## src/rtl/mc_core.sv

```systemverilog
// mc_core: parametrised multicycle core (PC, register file, ALU, zero flag, FETCH/EXEC/MEM/HALT FSM).
// Optional performance counters (cyc_cnt, ret_cnt) are built when MC_CORE_PERF_EN is defined.
module mc_core #(
    parameter int DW   = 8,
    parameter int NREG = 8,
    parameter int PCW  = 8,
    parameter int AW   = 8,
    localparam int RAW = $clog2(NREG),
    localparam int IW  = 3 + 2 * RAW
) (
    input  logic           clk,
    input  logic           reset,
    output logic [PCW-1:0] im_addr,
    input  logic [IW-1:0]  im_inst,
    output logic           dm_req,
    output logic           dm_we,
    output logic [AW-1:0]  dm_addr,
    output logic [DW-1:0]  dm_wdata,
    input  logic           dm_ack,
    input  logic [DW-1:0]  dm_rdata,
    output logic           done,
    output logic           z,
`ifdef MC_CORE_PERF_EN
    output logic [31:0]    cyc_cnt,
    output logic [31:0]    ret_cnt,
`endif
    output logic [1:0]     dbg_state
);

    typedef enum logic [1:0] {
        FETCH = 2'd0,
        EXEC  = 2'd1,
        MEM   = 2'd2,
        HALT  = 2'd3
    } state_t;

    localparam logic [2:0] OP_LDR = 3'd0;
    localparam logic [2:0] OP_STR = 3'd1;
    localparam logic [2:0] OP_ADD = 3'd2;
    localparam logic [2:0] OP_SUB = 3'd3;
    localparam logic [2:0] OP_CLR = 3'd4;
    localparam logic [2:0] OP_DEC = 3'd5;
    localparam logic [2:0] OP_BZ  = 3'd6;
    localparam logic [2:0] OP_HLT = 3'd7;

    state_t          state;
    logic [IW-1:0]   ir;
    logic [PCW-1:0]  pc;
    logic [DW-1:0]   regs [NREG];

    logic [2:0]              op;
    logic [RAW-1:0]          ra;
    logic [RAW-1:0]          rb;
    logic signed [2*RAW-1:0] off;
    logic [DW-1:0]           ra_val;
    logic [DW-1:0]           rb_val;
    logic [DW-1:0]           alu_res;
    logic [PCW-1:0]          pc_inc;
    logic [PCW-1:0]          pc_br;

    assign op     = ir[IW-1:IW-3];
    assign ra     = ir[2*RAW-1:RAW];
    assign rb     = ir[RAW-1:0];
    assign off    = ir[2*RAW-1:0];
    assign ra_val = regs[ra];
    assign rb_val = regs[rb];

    // PC arithmetic wraps modulo 2^PCW; the offset is sign-extended by the signed cast.
    assign pc_inc = pc + PCW'(1);
    assign pc_br  = pc + PCW'(off);

    always_comb begin
        alu_res = '0;
        case (op)
            OP_ADD:  alu_res = ra_val + rb_val;
            OP_SUB:  alu_res = ra_val - rb_val;
            OP_CLR:  alu_res = '0;
            OP_DEC:  alu_res = ra_val - DW'(1);
            default: alu_res = '0;
        endcase
    end

    assign im_addr   = pc;
    assign dbg_state = state;

    // Data memory handshake: dm_req rises on the EXEC->MEM edge and dm_we/dm_addr/dm_wdata stay
    // stable until a one-cycle dm_ack is sampled in MEM; dm_ack in any other state is ignored.
    always_ff @(posedge clk) begin
        if (!reset) begin
            state    <= FETCH;
            ir       <= '0;
            pc       <= '0;
            z        <= 1'b0;
            dm_req   <= 1'b0;
            dm_we    <= 1'b0;
            dm_addr  <= '0;
            dm_wdata <= '0;
            done     <= 1'b0;
            for (int i = 0; i < NREG; i++) begin
                regs[i] <= '0;
            end
        end else begin
            case (state)
                FETCH: begin
                    ir    <= im_inst;
                    state <= EXEC;
                end
                EXEC: begin
                    case (op)
                        OP_LDR, OP_STR: begin
                            dm_req   <= 1'b1;
                            dm_we    <= (op == OP_STR);
                            dm_addr  <= rb_val[AW-1:0];
                            dm_wdata <= ra_val;
                            state    <= MEM;
                        end
                        OP_ADD, OP_SUB, OP_CLR, OP_DEC: begin
                            regs[ra] <= alu_res;
                            z        <= (alu_res == '0);
                            pc       <= pc_inc;
                            state    <= FETCH;
                        end
                        OP_BZ: begin
                            pc    <= z ? pc_br : pc_inc;
                            state <= FETCH;
                        end
                        OP_HLT: begin
                            done  <= 1'b1;
                            state <= HALT;
                        end
                        default: state <= FETCH;
                    endcase
                end
                MEM: begin
                    if (dm_ack) begin
                        if (!dm_we) begin
                            regs[ra] <= dm_rdata;
                        end
                        dm_req <= 1'b0;
                        dm_we  <= 1'b0;
                        pc     <= pc_inc;
                        state  <= FETCH;
                    end
                end
                HALT: begin
                    done <= 1'b1;
                end
                default: state <= FETCH;
            endcase
        end
    end

`ifdef MC_CORE_PERF_EN
    logic retire;

    assign retire = ((state == EXEC) && (op != OP_LDR) && (op != OP_STR))
                  || ((state == MEM) && dm_ack);

    always_ff @(posedge clk) begin
        if (!reset) begin
            cyc_cnt <= '0;
            ret_cnt <= '0;
        end else begin
            if ((state != HALT) && (cyc_cnt != '1)) begin
                cyc_cnt <= cyc_cnt + 32'd1;
            end
            if (retire && (ret_cnt != '1)) begin
                ret_cnt <= ret_cnt + 32'd1;
            end
        end
    end
`endif

endmodule

```

## config.mk

```make
export PLATFORM = sky130hd
export DESIGN_NAME = mc_core
export DESIGN_NICKNAME = d
export VERILOG_FILES = /design/src/rtl/mc_core.sv
export SDC_FILE = /design/constraint.sdc
export NUM_CORES = 1
export LEC_CHECK = 0
export CAP_MARGIN = 20
export CORE_UTILIZATION = 59
export DETAILED_ROUTE_END_ITERATION = 10
export PLACE_DENSITY = 0.86
export SYNTH_ARGS = -nofsm -noshare
export SYNTH_HDL_FRONTEND = slang
export SYNTH_SLANG_ARGS = --single-unit
```

## constraint.sdc

```tcl
create_clock -name clk -period 5.1 [get_ports clk]
set_input_delay 0.765 -clock clk [delete_from_list [all_inputs] [get_ports clk]]
set_output_delay 0.765 -clock clk [all_outputs]
set_load 0.05 [all_outputs]
```

# --- After elaboration in Yosys (flattened, before gate mapping) ---
# Memories as Yosys holds them, arrays and structs flattened. A register that Yosys moved wholly into a read port is not among the register bits.
# Index checks and enable logic that the tools add are counted.
classes:
  n_addsub: 5
  multipliers: 0
  n_div: 0
  magnitude_cmp: 0
  n_eq_ne: 14
  n_shift: 0
  n_mux: 33
  n_bitwise: 1
  n_reduce_logical: 16
ops:
  columns: ["op", "count"]
  rows:
  - ["8-bit two-way mux", 4]
  - ["8-bit case mux with 2 select lines", 2]
  - ["8-bit case mux with 3 select lines", 1]
  - ["8-bit adder", 2]
  - ["1-bit two-way mux", 15]
  - ["3-bit two-way mux", 5]
  - ["3-bit equality test, second input constant", 4]
  - ["2-bit case mux with 3 select lines", 2]
  - ["8-bit by 1-bit adder with 8-bit output, second input constant", 1]
  - ["8-bit logical NOT", 1]
  - ["2-bit AND reduction", 4]
  - ["8-bit OR reduction", 1]
  - ["8-bit by 1-bit subtractor with 8-bit output, second input constant", 1]
  - ["8-bit subtractor", 1]
  - ["3-bit by 2-bit equality test with 1-bit output, second input constant", 2]
  - ["2-bit != test, second input constant", 3]
  - ["1-bit case mux with 2 select lines", 3]
  - ["3-bit AND reduction", 2]
  - ["5-bit OR reduction", 1]
  - ["2-bit equality test, second input constant", 2]
  - ["2-bit nonzero test", 2]
  - ["4-bit OR reduction", 1]
  - ["3-bit by 1-bit equality test with 1-bit output, second input constant", 1]
  - ["3-bit logical NOT", 1]
  - ["7 further kinds", 7]
totals:
  regBits: 39
  latchBits: 0
  ramBits: 64
  mem_bits_ro: 0
  input_bits: 20
  output_inout_bits: 30
  elab_cells: 79
  mem_count: 1
mem_list:
  columns: ["name", "depth", "width", "rd", "rd_ports_with_merged_regs", "wr", "line", "text"]
  rows:
  - ["regs", 8, 8, 2, 2, 8, "49", "logic [DW-1:0] regs [NREG];"]

# --- Longest topological paths before layout ---
logic_depth:
  ltp_word: 9
  mapped_depth: 17
  depth_no_buf: 15

# --- Worst setup path after synthesis ---
# No wires, ideal clock.
synth_path:
  kind: "register to register"
  startpoint: "register with a tool-made name"
  endpoint: "memory regs[0][6], data pin"
  setup_time_ps: 274
  arrival_time_ps: 4016
  required_ps: 4826
  path_slack_ps: 810
  stages_incl_launch_ff: 17
  n_path_buf: 2
  synth_period_minus_slack_ps: 4290
  cell_sequence: "dfxtp_1 -> buf_6 -> buf_2 -> mux4_2 -> mux2i_1 -> ha_1 -> nor2_1 -> o21a_1 -> a211o_1 -> ha_1 -> nor2b_1 -> o21ai_0 -> a21boi_0 -> o21a_1 -> or3_1 -> a32oi_1 -> nor2_1"
synth_lines:
  columns: ["element", "line"]
  rows:
  - ["end, declared", "49"]

==> summary.txt <==
Status
  • Outcome: finished, final reports clean

Setup path
  • CP max FO: 14
  • Critical path data arrival time: about 5 ns
  • Crit path largest cell delay: approximately 0.81 ns
  • Setup Crit Path Kind: register to register
  • CP delay by family, top: multiplexers
  • Buf/Inv on CP: 1
  • Crit. End Element: register
  • Worst-path cell chain: buf_4 -> mux4_2 -> mux2i_4 -> and3_1 -> a2bb2oi_1 -> o21ai_0 -> ha_1 -> or3_1 -> or3_1 -> nand3_1 -> a21oi_1 -> mux2i_2 -> a31oi_1
  • CP max stage cell: dfxtp_1
  • Startpoint Class: register
  • Worst EP required: 5.19 ns
  • CP dominant cell by count: or3_1

Power and ir drop
  • Comb power frac: 0.307
  • Switch Pwr: around 800 uW
  • Clock power share: 0.239
  • Sequential share of power: 0.454
  • Switching Fraction: 0.346
  • Cell Pwr Density: 327 nW/um2
  • Peak VDD IR: 0.140 mV
  • Leak: about 2.6 nW
  • Int Power: approximately 1.5 mW
  • Total power: roughly 2.3 mW

Final layout
  • N_diodes: 0
  • FF/Latch Area: approximately 2800 um2
  • Filler cell count: between 700 and 800
  • Final #Nets: 675
  • Multi-input gate area: 3270 um2
  • Post-route design area: 7090 um2
  • Area delta synth->final: 12.8%
  • Share of layout cells above drive strength 1: 0.115

Global routing
  • Tot GR Track Use: 0.311
  • Vias in the first global route: 4964
  • Total grt overflow: 0
  • Initial antenna violation count: 0
  • Largest net degree at the start of global routing: 33
  • First-pass GRT wire length: ~26 mm

Clock tree
  • Clk pin slew, worst setup/hold paths: approximately 0.11 ns
  • Clk buf depth: 2
  • TritonCTS clock tree: built
  • H-Tree Depth: 3
  • Root buffer cell: clkbuf_8
  • Hold Buf Count CTS: 0
  • Clock sink count: 109
  • Clock latency on the worst-skew pair: 0.39 ns
  • Setup Buffers After CTS: 0
  • TritonCTS Buffers: 9

Logic synthesis
  • Post-Syn Area per Cell: between 10 and 15 um2
  • Cell variety after synth: 66
  • Seq cells post-synth: roughly 110
  • Post-synthesis adder-cell area fraction: 0.0502
  • Xor/xnor cell area share of the yosys netlist: 0.00976
  • Synth Instances: just under 600
  • EDFF count, synth: 64
  • Compound-gate portion of the synthesized area: 0.121
  • Synth Flop Type: edfxtp_1
  • Simple-gate share of the synthesized area: 0.167
  • Mapped Nets: approximately 640
  • Yosys warning count: 0
  • Post-synth ARST share: 0
  • Post-Syn Area: 6280 um2
  • Sequential share of the synthesized area: 0.449
  • Largest family of logic cells by synthesized area: multiplexers
  • Mux contribution to synthesized area: 0.172

Place
  • Port buffer count: 49
  • Post-detail-place hpwl: about 12 mm
  • GPL Wtd Cong: 0.923
  • Post-DP Area: 6880 um2

Timing
  • Final Critical Period: 4.77 ns
  • Tcrit/Tclk final: 0.936
  • Worst Skew: ~0.023 ns
  • Final Hold Viols: 0
  • Slew HR: 0.304
  • Hold slack: 0.477 ns
  • TNS Setup: 0 ns
  • Final Setup Violations: 0
  • Final Max Tran Viols: 0
  • Max Freq: around 0.21 GHz
  • RSZ-0062 raised after global routing: no
  • Slew of the pin with the lowest slew margin: around 1.0 ns

Floorplanning
  • Initial Util: 0.609
  • Die Y-Extent: ~110 um
  • Die width: approximately 110 um
  • # IOs: 50
  • Site row count: 37
  • DIE AREA: roughly 11000 um2
  • Placeable Area: 10300 um2

Hold path
  • Hold Path Class: register to register

Flow run
  • Max Cap Viol: 0

Route
  • DRC: 0
  • Final ANT Viol Nets: 0
  • Final WL: 16.5 mm
  • Iter 0 DRT Violations: approximately 840
  • Drt wl/cell: 21.4 um
  • Vias per cell: between 6 and 7
  • DRT Pass-1 Iters: 7
  • Via count: 5109
==> worst paths after layout <==
path                      startpoint  cells past startpoint                       end  slack [ns]
min          im_addr[7]$_SDFFE_PN0P_                      2   im_addr[7]$_SDFFE_PN0P_        0.48
max reg2reg                 register                     13  regs[6][7]$_SDFFCE_PN0P_        0.33
max                         register                     13  regs[6][7]$_SDFFCE_PN0P_        0.33
min reg2reg  im_addr[7]$_SDFFE_PN0P_                      2   im_addr[7]$_SDFFE_PN0P_        0.48
==> what timing repair did <==
action                                  4_1_cts  5_1_grt
endpoints found under the setup margin        0        3
gates resized for setup                       0        1
endpoints found under the hold margin         0        0
==> power groups by stage <==
stage	combinational, mW	sequential (mW)	clock [mW]
final	0.712	1.05	0.554
after global routing	0.764	1.06	0.596
after CTS	0.698	1.05	0.556
after detailed placement	0.690	1.07	0
after global placement	0.676	1.06	0
after floorplan	0.467	1.10	0
==> worst register-to-register path: stages, from the launching register on <==
cell       delay (ns)
dfxtp_1          0.81
buf_4            0.32
mux4_2           0.55
mux2i_4          0.31
and3_1           0.24
a2bb2oi_1        0.21
o21ai_0          0.12
ha_1             0.24
or3_1            0.36
or3_1            0.34
nand3_1          0.25
a21oi_1          0.14
mux2i_2          0.42
a31oi_1          0.17
==> per-stage QoR <==
stage                     setup WS (ns)   util  instances
after CTS                         0.344  0.687        772
final                             0.328  0.687        772
after global routing             0.0280  0.687        772
after global placement            0.694  0.666        756
after detailed placement          0.425  0.666        756
after floorplan                   0.810      -        592
==> routing by layer <==
metal / up-vias / part of all wire / GRT usage / routed length (um)
li1: 2280 / - / - / -
met1: 2421 / 0.38 / 0.415 / 6200
met2: 348 / 0.48 / 0.486 / 7900
met3: 60 / 0.11 / 0.0561 / 1820
met4: 0 / 0.034 / 0.164 / 562
met5: - / 0 / 0 / 0
==> synth_stat cells, types with 4 or more instances <==
master | number | area, um2
mux4_2 | 31 | 698
nand3_1 | 12 | 60.1
clkbuf_1 | 19 | 71.3
xnor2_1 | 5 | 43.8
o21ai_0 | 25 | 125
dfxtp_1 | 45 | 901
ha_1 | 22 | 275
and3_1 | 5 | 31.3
inv_1 | 17 | 63.8
or3_1 | 5 | 31.3
o21a_1 | 6 | 45.0
nor3_1 | 17 | 85.1
nand4_1 | 4 | 25.0
o31ai_1 | 4 | 30.0
a31oi_1 | 8 | 50.1
a211oi_1 | 12 | 90.1
nand2_1 | 43 | 161
nor2b_1 | 10 | 62.6
edfxtp_1 | 64 | 1920
buf_2 | 7 | 35.0
mux2_2 | 5 | 56.3
and2_1 | 4 | 25.0
mux2i_1 | 19 | 190
nor2_1 | 113 | 424
a21oi_1 | 23 | 115
a22oi_1 | 10 | 75.1
o22ai_1 | 4 | 25.0
==> registers in the layout (all words and copies together), names as in the netlist, named ones only <==
signal / count
z: 1
dm_we: 1
done: 1
im_addr: 8
dm_wdata: 8
regs: 64
dm_req: 1
dbg_state: 2
ir: 9
dm_addr: 8
==> cells in the final DEF (no fill, tap or decap), types with 4 or more instances in the layout <==
master	Yosys	layout
dfxtp_1	45	44
a211oi_1	12	12
o31ai_1	4	4
clkbuf_8	0	10
inv_1	17	17
edfxtp_1	64	64
nand2_1	43	43
mux2i_1	19	19
clkdlybuf4s50_1	0	49
a31oi_1	8	8
o21ai_0	25	25
and3_1	5	5
o21a_1	6	6
or3_1	5	5
xnor2_1	5	5
and2_1	4	4
nor2_1	113	113
nor3_1	17	16
a22oi_1	10	10
a21oi_1	23	23
nand4_1	4	4
mux4_2	31	31
buf_4	1	8
ha_1	22	22
nand3_1	12	12
nor2b_1	10	10
o22ai_1	4	4
mux2_2	5	5
==> cell type report <==
class,count,area share
Tap cell,136,0.0240
Inverter,17,0.00900
Timing Repair Buffer,57,0.0777
Sequential cell,109,0.398
Multi-Input combinational cell,437,0.462
Clock inverter,6,0.00988
Clock buffer,10,0.0194
==> logic make-up after synthesis <==
group / count (synthesis)
AOI/OAI and AO/OA: 115
xor gates and xnor gates: 7
adders and majority gates: 24
buffers and inverters: 46
DFF: 109
muxes: 62
and+or+nand+nor: 229
Power figures use the tool's default switching activity.
